**src/rtl/alu_driver_if.sv**
```systemverilog
// Bus bundle for alu_driver: command handshake, registered ALU drive, response handshake.
// slave = the driver block, master = the sequencer/ALU side that surrounds it.
interface alu_driver_if #(
    parameter int W = 4
);
    logic         cmd_valid;
    logic         cmd_ready;
    logic [W-1:0] cmd_a;
    logic [W-1:0] cmd_b;
    logic [3:0]   cmd_s;

    logic [W-1:0] alu_a;
    logic [W-1:0] alu_b;
    logic [3:0]   alu_s;
    logic [W-1:0] alu_y;

    logic         rsp_valid;
    logic         rsp_ready;
    logic [W-1:0] rsp_y;
    logic [3:0]   rsp_s;
    logic         rsp_err;

    modport master (
        output cmd_valid, cmd_a, cmd_b, cmd_s,
        input  cmd_ready,
        input  alu_a, alu_b, alu_s,
        output alu_y,
        input  rsp_valid, rsp_y, rsp_s, rsp_err,
        output rsp_ready
    );

    modport slave (
        input  cmd_valid, cmd_a, cmd_b, cmd_s,
        output cmd_ready,
        output alu_a, alu_b, alu_s,
        input  alu_y,
        output rsp_valid, rsp_y, rsp_s, rsp_err,
        input  rsp_ready
    );
endinterface

```
**src/rtl/alu_driver.sv**
```systemverilog
// Command FIFO + IDLE/DRIVE/RESP sequencer in front of an external combinational ALU.
// Optional feature macro: ALU_DRIVER_DIVZERO_EN (flag divide/modulo by zero on rsp_err).
module alu_driver #(
    parameter int W     = 4,
    parameter int DEPTH = 4
) (
    input  logic        clk,
    input  logic        rst,
    alu_driver_if.slave bus,
    output logic [1:0]  fsm_state
);
    localparam int AW = $clog2(DEPTH);
    localparam int EW = 2 * W + 4;
    localparam logic [AW:0] PTR_ONE = {{AW{1'b0}}, 1'b1};

    typedef enum logic [1:0] {
        IDLE  = 2'd0,
        DRIVE = 2'd1,
        RESP  = 2'd2
    } state_t;

    state_t state;
    state_t state_nxt;

    logic [AW:0]   wr_ptr;
    logic [AW:0]   rd_ptr;
    logic [EW-1:0] mem [DEPTH];
    logic [EW-1:0] head;
    logic          full;
    logic          empty;
    logic          push;
    logic          pop;
    logic          capture;
    logic          release_rsp;

    logic [W-1:0]  alu_a_q;
    logic [W-1:0]  alu_b_q;
    logic [3:0]    alu_s_q;
    logic          rsp_valid_q;
    logic [W-1:0]  rsp_y_q;
    logic [3:0]    rsp_s_q;
    logic [W-1:0]  y_next;

    // Both handshakes: a transfer happens on a rising edge where valid && ready are both
    // high; the producer holds valid and payload stable until that edge.
    assign full  = (wr_ptr[AW] != rd_ptr[AW]) && (wr_ptr[AW-1:0] == rd_ptr[AW-1:0]);
    assign empty = (wr_ptr == rd_ptr);
    assign push  = bus.cmd_valid && bus.cmd_ready;
    assign head  = mem[rd_ptr[AW-1:0]];

    assign bus.cmd_ready = !full && !rst;

    // Storage carries no reset; a reset simply abandons its contents via the pointers.
    always_ff @(posedge clk) begin
        if (push) begin
            mem[wr_ptr[AW-1:0]] <= {bus.cmd_a, bus.cmd_b, bus.cmd_s};
        end
    end

    always_ff @(posedge clk) begin
        if (rst) begin
            wr_ptr <= '0;
            rd_ptr <= '0;
        end else begin
            if (push) begin
                wr_ptr <= wr_ptr + PTR_ONE;
            end
            if (pop) begin
                rd_ptr <= rd_ptr + PTR_ONE;
            end
        end
    end

    always_ff @(posedge clk) begin
        if (rst) begin
            state <= IDLE;
        end else begin
            state <= state_nxt;
        end
    end

    always_comb begin
        state_nxt = state;
        case (state)
            IDLE: begin
                if (!empty) begin
                    state_nxt = DRIVE;
                end
            end
            DRIVE: begin
                state_nxt = RESP;
            end
            RESP: begin
                if (bus.rsp_ready) begin
                    state_nxt = empty ? IDLE : DRIVE;
                end
            end
            default: begin
                state_nxt = IDLE;
            end
        endcase
    end

    // RESP always has rsp_valid set, so rsp_ready alone marks the response handshake there.
    always_comb begin
        pop         = 1'b0;
        capture     = 1'b0;
        release_rsp = 1'b0;
        case (state)
            IDLE: begin
                pop = !empty;
            end
            DRIVE: begin
                capture = 1'b1;
            end
            RESP: begin
                release_rsp = bus.rsp_ready;
                pop         = bus.rsp_ready && !empty;
            end
            default: begin
                pop = 1'b0;
            end
        endcase
    end

    always_ff @(posedge clk) begin
        if (rst) begin
            alu_a_q <= '0;
            alu_b_q <= '0;
            alu_s_q <= '0;
        end else if (pop) begin
            {alu_a_q, alu_b_q, alu_s_q} <= head;
        end
    end

`ifdef ALU_DRIVER_DIVZERO_EN
    logic div_zero;
    logic rsp_err_q;

    assign div_zero = ((alu_s_q == 4'b0011) || (alu_s_q == 4'b0100)) && (alu_b_q == '0);
    assign y_next   = div_zero ? '0 : bus.alu_y;

    always_ff @(posedge clk) begin
        if (rst) begin
            rsp_err_q <= 1'b0;
        end else if (capture) begin
            rsp_err_q <= div_zero;
        end
    end

    assign bus.rsp_err = rsp_err_q;
`else
    assign y_next      = bus.alu_y;
    assign bus.rsp_err = 1'b0;
`endif

    always_ff @(posedge clk) begin
        if (rst) begin
            rsp_valid_q <= 1'b0;
            rsp_y_q     <= '0;
            rsp_s_q     <= '0;
        end else if (capture) begin
            rsp_valid_q <= 1'b1;
            rsp_y_q     <= y_next;
            rsp_s_q     <= alu_s_q;
        end else if (release_rsp) begin
            rsp_valid_q <= 1'b0;
        end
    end

    assign bus.alu_a     = alu_a_q;
    assign bus.alu_b     = alu_b_q;
    assign bus.alu_s     = alu_s_q;
    assign bus.rsp_valid = rsp_valid_q;
    assign bus.rsp_y     = rsp_y_q;
    assign bus.rsp_s     = rsp_s_q;
    assign fsm_state     = state;
endmodule

```
**src/flat_wrapper.sv**
```systemverilog
// flat-port wrapper written by rule: the top's interface ports become plain ports
module alu_driver_flat 
#(
    parameter int W     = 4,
    parameter int DEPTH = 4
)
  (clk, rst, fsm_state, bus_cmd_valid, bus_cmd_a, bus_cmd_b, bus_cmd_s, bus_cmd_ready, bus_alu_a, bus_alu_b, bus_alu_s, bus_alu_y, bus_rsp_valid, bus_rsp_y, bus_rsp_s, bus_rsp_err, bus_rsp_ready);
  alu_driver_if #(.W(W)) bus_i ();
  input  logic clk;
  input  logic rst;
  output logic [1:0] fsm_state;
  input wire logic [$bits(bus_i.cmd_valid)-1:0] bus_cmd_valid;
  input wire logic [$bits(bus_i.cmd_a)-1:0] bus_cmd_a;
  input wire logic [$bits(bus_i.cmd_b)-1:0] bus_cmd_b;
  input wire logic [$bits(bus_i.cmd_s)-1:0] bus_cmd_s;
  output wire logic [$bits(bus_i.cmd_ready)-1:0] bus_cmd_ready;
  output wire logic [$bits(bus_i.alu_a)-1:0] bus_alu_a;
  output wire logic [$bits(bus_i.alu_b)-1:0] bus_alu_b;
  output wire logic [$bits(bus_i.alu_s)-1:0] bus_alu_s;
  input wire logic [$bits(bus_i.alu_y)-1:0] bus_alu_y;
  output wire logic [$bits(bus_i.rsp_valid)-1:0] bus_rsp_valid;
  output wire logic [$bits(bus_i.rsp_y)-1:0] bus_rsp_y;
  output wire logic [$bits(bus_i.rsp_s)-1:0] bus_rsp_s;
  output wire logic [$bits(bus_i.rsp_err)-1:0] bus_rsp_err;
  input wire logic [$bits(bus_i.rsp_ready)-1:0] bus_rsp_ready;
  assign bus_i.cmd_valid = bus_cmd_valid;
  assign bus_i.cmd_a = bus_cmd_a;
  assign bus_i.cmd_b = bus_cmd_b;
  assign bus_i.cmd_s = bus_cmd_s;
  assign bus_cmd_ready = bus_i.cmd_ready;
  assign bus_alu_a = bus_i.alu_a;
  assign bus_alu_b = bus_i.alu_b;
  assign bus_alu_s = bus_i.alu_s;
  assign bus_i.alu_y = bus_alu_y;
  assign bus_rsp_valid = bus_i.rsp_valid;
  assign bus_rsp_y = bus_i.rsp_y;
  assign bus_rsp_s = bus_i.rsp_s;
  assign bus_rsp_err = bus_i.rsp_err;
  assign bus_i.rsp_ready = bus_rsp_ready;
  alu_driver #(.W(W), .DEPTH(DEPTH)) u_core (.clk(clk), .rst(rst), .bus(bus_i), .fsm_state(fsm_state));
endmodule
```
**config.mk**
```make
export PLATFORM = sky130hd
export DESIGN_NAME = alu_driver_flat
export DESIGN_NICKNAME = d
export VERILOG_FILES = /design/src/rtl/alu_driver_if.sv /design/src/rtl/alu_driver.sv /design/src/flat_wrapper.sv
export SDC_FILE = /design/constraint.sdc
export NUM_CORES = 1
export LEC_CHECK = 0
export CAP_MARGIN = 10
export CORE_MARGIN = 8
export CORE_UTILIZATION = 45
export CTS_BUF_LIST = sky130_fd_sc_hd__clkbuf_16
export DETAILED_ROUTE_END_ITERATION = 7
export PLACE_DENSITY = 0.71
export SETUP_SLACK_MARGIN = 0.15
export SYNTH_ARGS = -nofsm -noshare
export SYNTH_HDL_FRONTEND = slang
export SYNTH_SLANG_ARGS = --single-unit
```
**constraint.sdc**
```tcl
create_clock -name clk -period 2.2 [get_ports clk]
set_input_delay 0.44 -clock clk [delete_from_list [all_inputs] [get_ports clk]]
set_output_delay 0.44 -clock clk [all_outputs]
set_load 0.02 [all_outputs]
```
==> results.cfg <==
[worst_setup_path]
cp_slowest_cell = clkdlybuf4s50_1
cp_data_required_time_ns = 1.76
path_class = reg2out
worstPathBufferInverterCount = 1
slowest_delay_ns = 0.67
cp-start-kind = register
path_cells = clkdlybuf4s50_1
arrival_ns = 1.48
worst-path-max-fanout = 10
end_kind = output pin
cpLargestDelayFamily = buffers and inverters

[layout]
drive_gt1_share_pct = 15.41
fin_nets = 299
final_cell_mix = edfxtp_1 (48), nand2_1 (44), clkdlybuf4s50_1 (42)
final_common_cell = edfxtp_1
diodes = 0
area_growth_pct = 30.66
fin_util_pct = 60.15

[floorplan]
die_x_um = 98.91
io_pins = 45
die_h_um = 98.91
coreArea_mm2 = 0.006719
initial_core_util_pct = 46.03
dieArea_mm2 = 0.009782
rows = 30

[sta]
fin_crit_sh_pct = 87.08
setup_tns_ns = 0
layout_setup_ws_ns = 0.2841
fin_hold_ws_ns = 0.4508
rsz0062_at_grt = false
fin_skew_ns = 0.006836
fin_crit_ns = 1.916
slew_headroom_pct = 62.15
worst_pin_slew_ns = 0.5666
hold_viol = 0
timing.fmax_mhz = 522.0
finalSetupViolations = 0
slew_violations = 0

[job]
max_cap_violations = 0

[run_status]
status = finished, final reports clean

[clocking]
path_clk_slew_ns = 0.06
cts_sinks = 77
root_buffer = clkbuf_16
h-tree-depth = 3
worstSkewPairLatency_ns = 0.33
cts_buffers = 9
cts_tree = done
cts_setup_buffers = 0
clockBufferDepth = 2

[place]
dp.final_hpwl_mm = 3.735
port_buffers = 43
pre_cts_ws_ns = 0.1765
place.gp.congestion = 0.7728

[routing]
drc_errors = 0
dr.pass1.iters = 4
wl_per_cell_um = 15.52
drtAntennaViolNets = 0
vias_per_cell = 5.134
wl_mm = 5.572
vias = 1843
drt_iter0_drc = 62

[logic_synthesis]
avgSynthCellArea_um2 = 14.06
syn_inst = 220
synth_top_cell_area_share_pct = 46.60
yosysTopAreaCell = edfxtp_1
ys_top_cells_by_area = edfxtp_1 (47%), dfxtp_1 (19%), mux4_2 (7.3%)
ys_warn_count = 0
ys_types = 34
ys_ff_latch = 77
yosys_most_used_dff = edfxtp_1
seq_area_frac_synth_pct = 65.37
synthesis.area_mm2 = 0.003093
synthArstFlopShare_pct = 0
synth_nets = 245
synth-edff-count = 48

[global_route]
grt_pass1_vias = 1842
antenna_found_initial = 0
grt_usage_pct = 12.39
grt_start_max_net_pins = 21
grt_pass1_wl_mm = 9.342
grt.overflow.total = 0

[power]
p_total_w = 0.004804
power.density_mw_per_mm2 = 1189
vdd_drop_max_uv = 708.3
p_leak_nw = 1.466

[min_path]
hold_class = reg2reg
-- flip-flops by register name, indices dropped and copies added, names as in the netlist --
signal and flops:
u_core.fsm_state 2, u_core.bus.rsp_y 4, u_core.rd_ptr 3, u_core.bus.alu_s 4
u_core.bus.alu_b 4, u_core.mem 48, u_core.wr_ptr 3, u_core.bus.rsp_valid 1
u_core.bus.rsp_s 4, u_core.bus.alu_a 4
-- final timing paths --
path,slack (ns),depth (start not counted),endpoint,startpoint
worst min-delay path,0.45,2,u_core.bus.rsp_y[0],u_core.bus.rsp_y[0]
worst max-delay path,0.28,1,fsm_state[0],u_core.fsm_state[0]
worst min register to register,0.45,2,u_core.bus.rsp_y[0],u_core.bus.rsp_y[0]
worst max register to register,0.42,4,u_core.bus.alu_b[3],u_core.rd_ptr[0]
-- timing repair --
action	in CTS	in global routing
gates resized for setup	2	1
setup endpoints to repair	1	1
hold buffers	0	0
-- layer usage --
layer	vias to the layer above	wire length, um	global-route usage [%]
li1	909	-	-
met1	886	2575	14.37
met2	38	2614	19.80
met3	10	251	3.735
met4	0	131	7.438
met5	-	0	0
-- Yosys cell counts (3+ instances only) --
cell type / n
clkbuf_1: 6
inv_1: 6
a21oi_1: 9
dfxtp_1: 29
buf_2: 3
nand2b_1: 3
nor2_1: 6
xnor2_1: 3
edfxtp_1: 48
nand2_1: 44
mux2i_1: 14
nor2b_1: 4
and3_1: 5
ha_1: 5
mux4_2: 10
-- metrics by stage --
| stage | cell area [um^2] | std cells |
|---|---|---|
| finish | 4041 | 359 |
| global route | 4041 | 359 |
| CTS | 4034 | 359 |
| detailed placement | 3700 | 343 |
| global placement | 3700 | 343 |
| floorplan | 3093 | 220 |
-- logic make-up (layout without fill, tap and decap cells) --
| logic type | after synthesis | in the layout | synth area share [%] |
|---|---|---|---|
| compound gates | 19 | 19 | 4.369 |
| other cells | 1 | 1 | 0.1212 |
| buf+inv | 19 | 78 | 3.034 |
| xor+xnor | 5 | 5 | 1.416 |
| simple gates | 66 | 66 | 9.426 |
| flops | 77 | 77 | 65.37 |
| fa+ha+maj | 5 | 5 | 2.023 |
| mux | 28 | 28 | 14.24 |
-- where the power goes --
group | internal (W) | switching, W
Combinational | 0.000708 | 0.000710
Clock | 0.00101 | 0.000555
Sequential | 0.00171 | 0.000106
-- area by class of cell --
class / count / area, um^2
Fill cell: 531 / 2678
Sequential cell: 77 / 2022
Multi-Input combinational cell: 124 / 989.7
Timing Repair Buffer: 56 / 576.8
Clock buffer: 11 / 275.3
Tap cell: 80 / 100.1
Clock inverter: 5 / 55.05
Inverter: 6 / 22.52
Power figures use the tool's default switching activity.
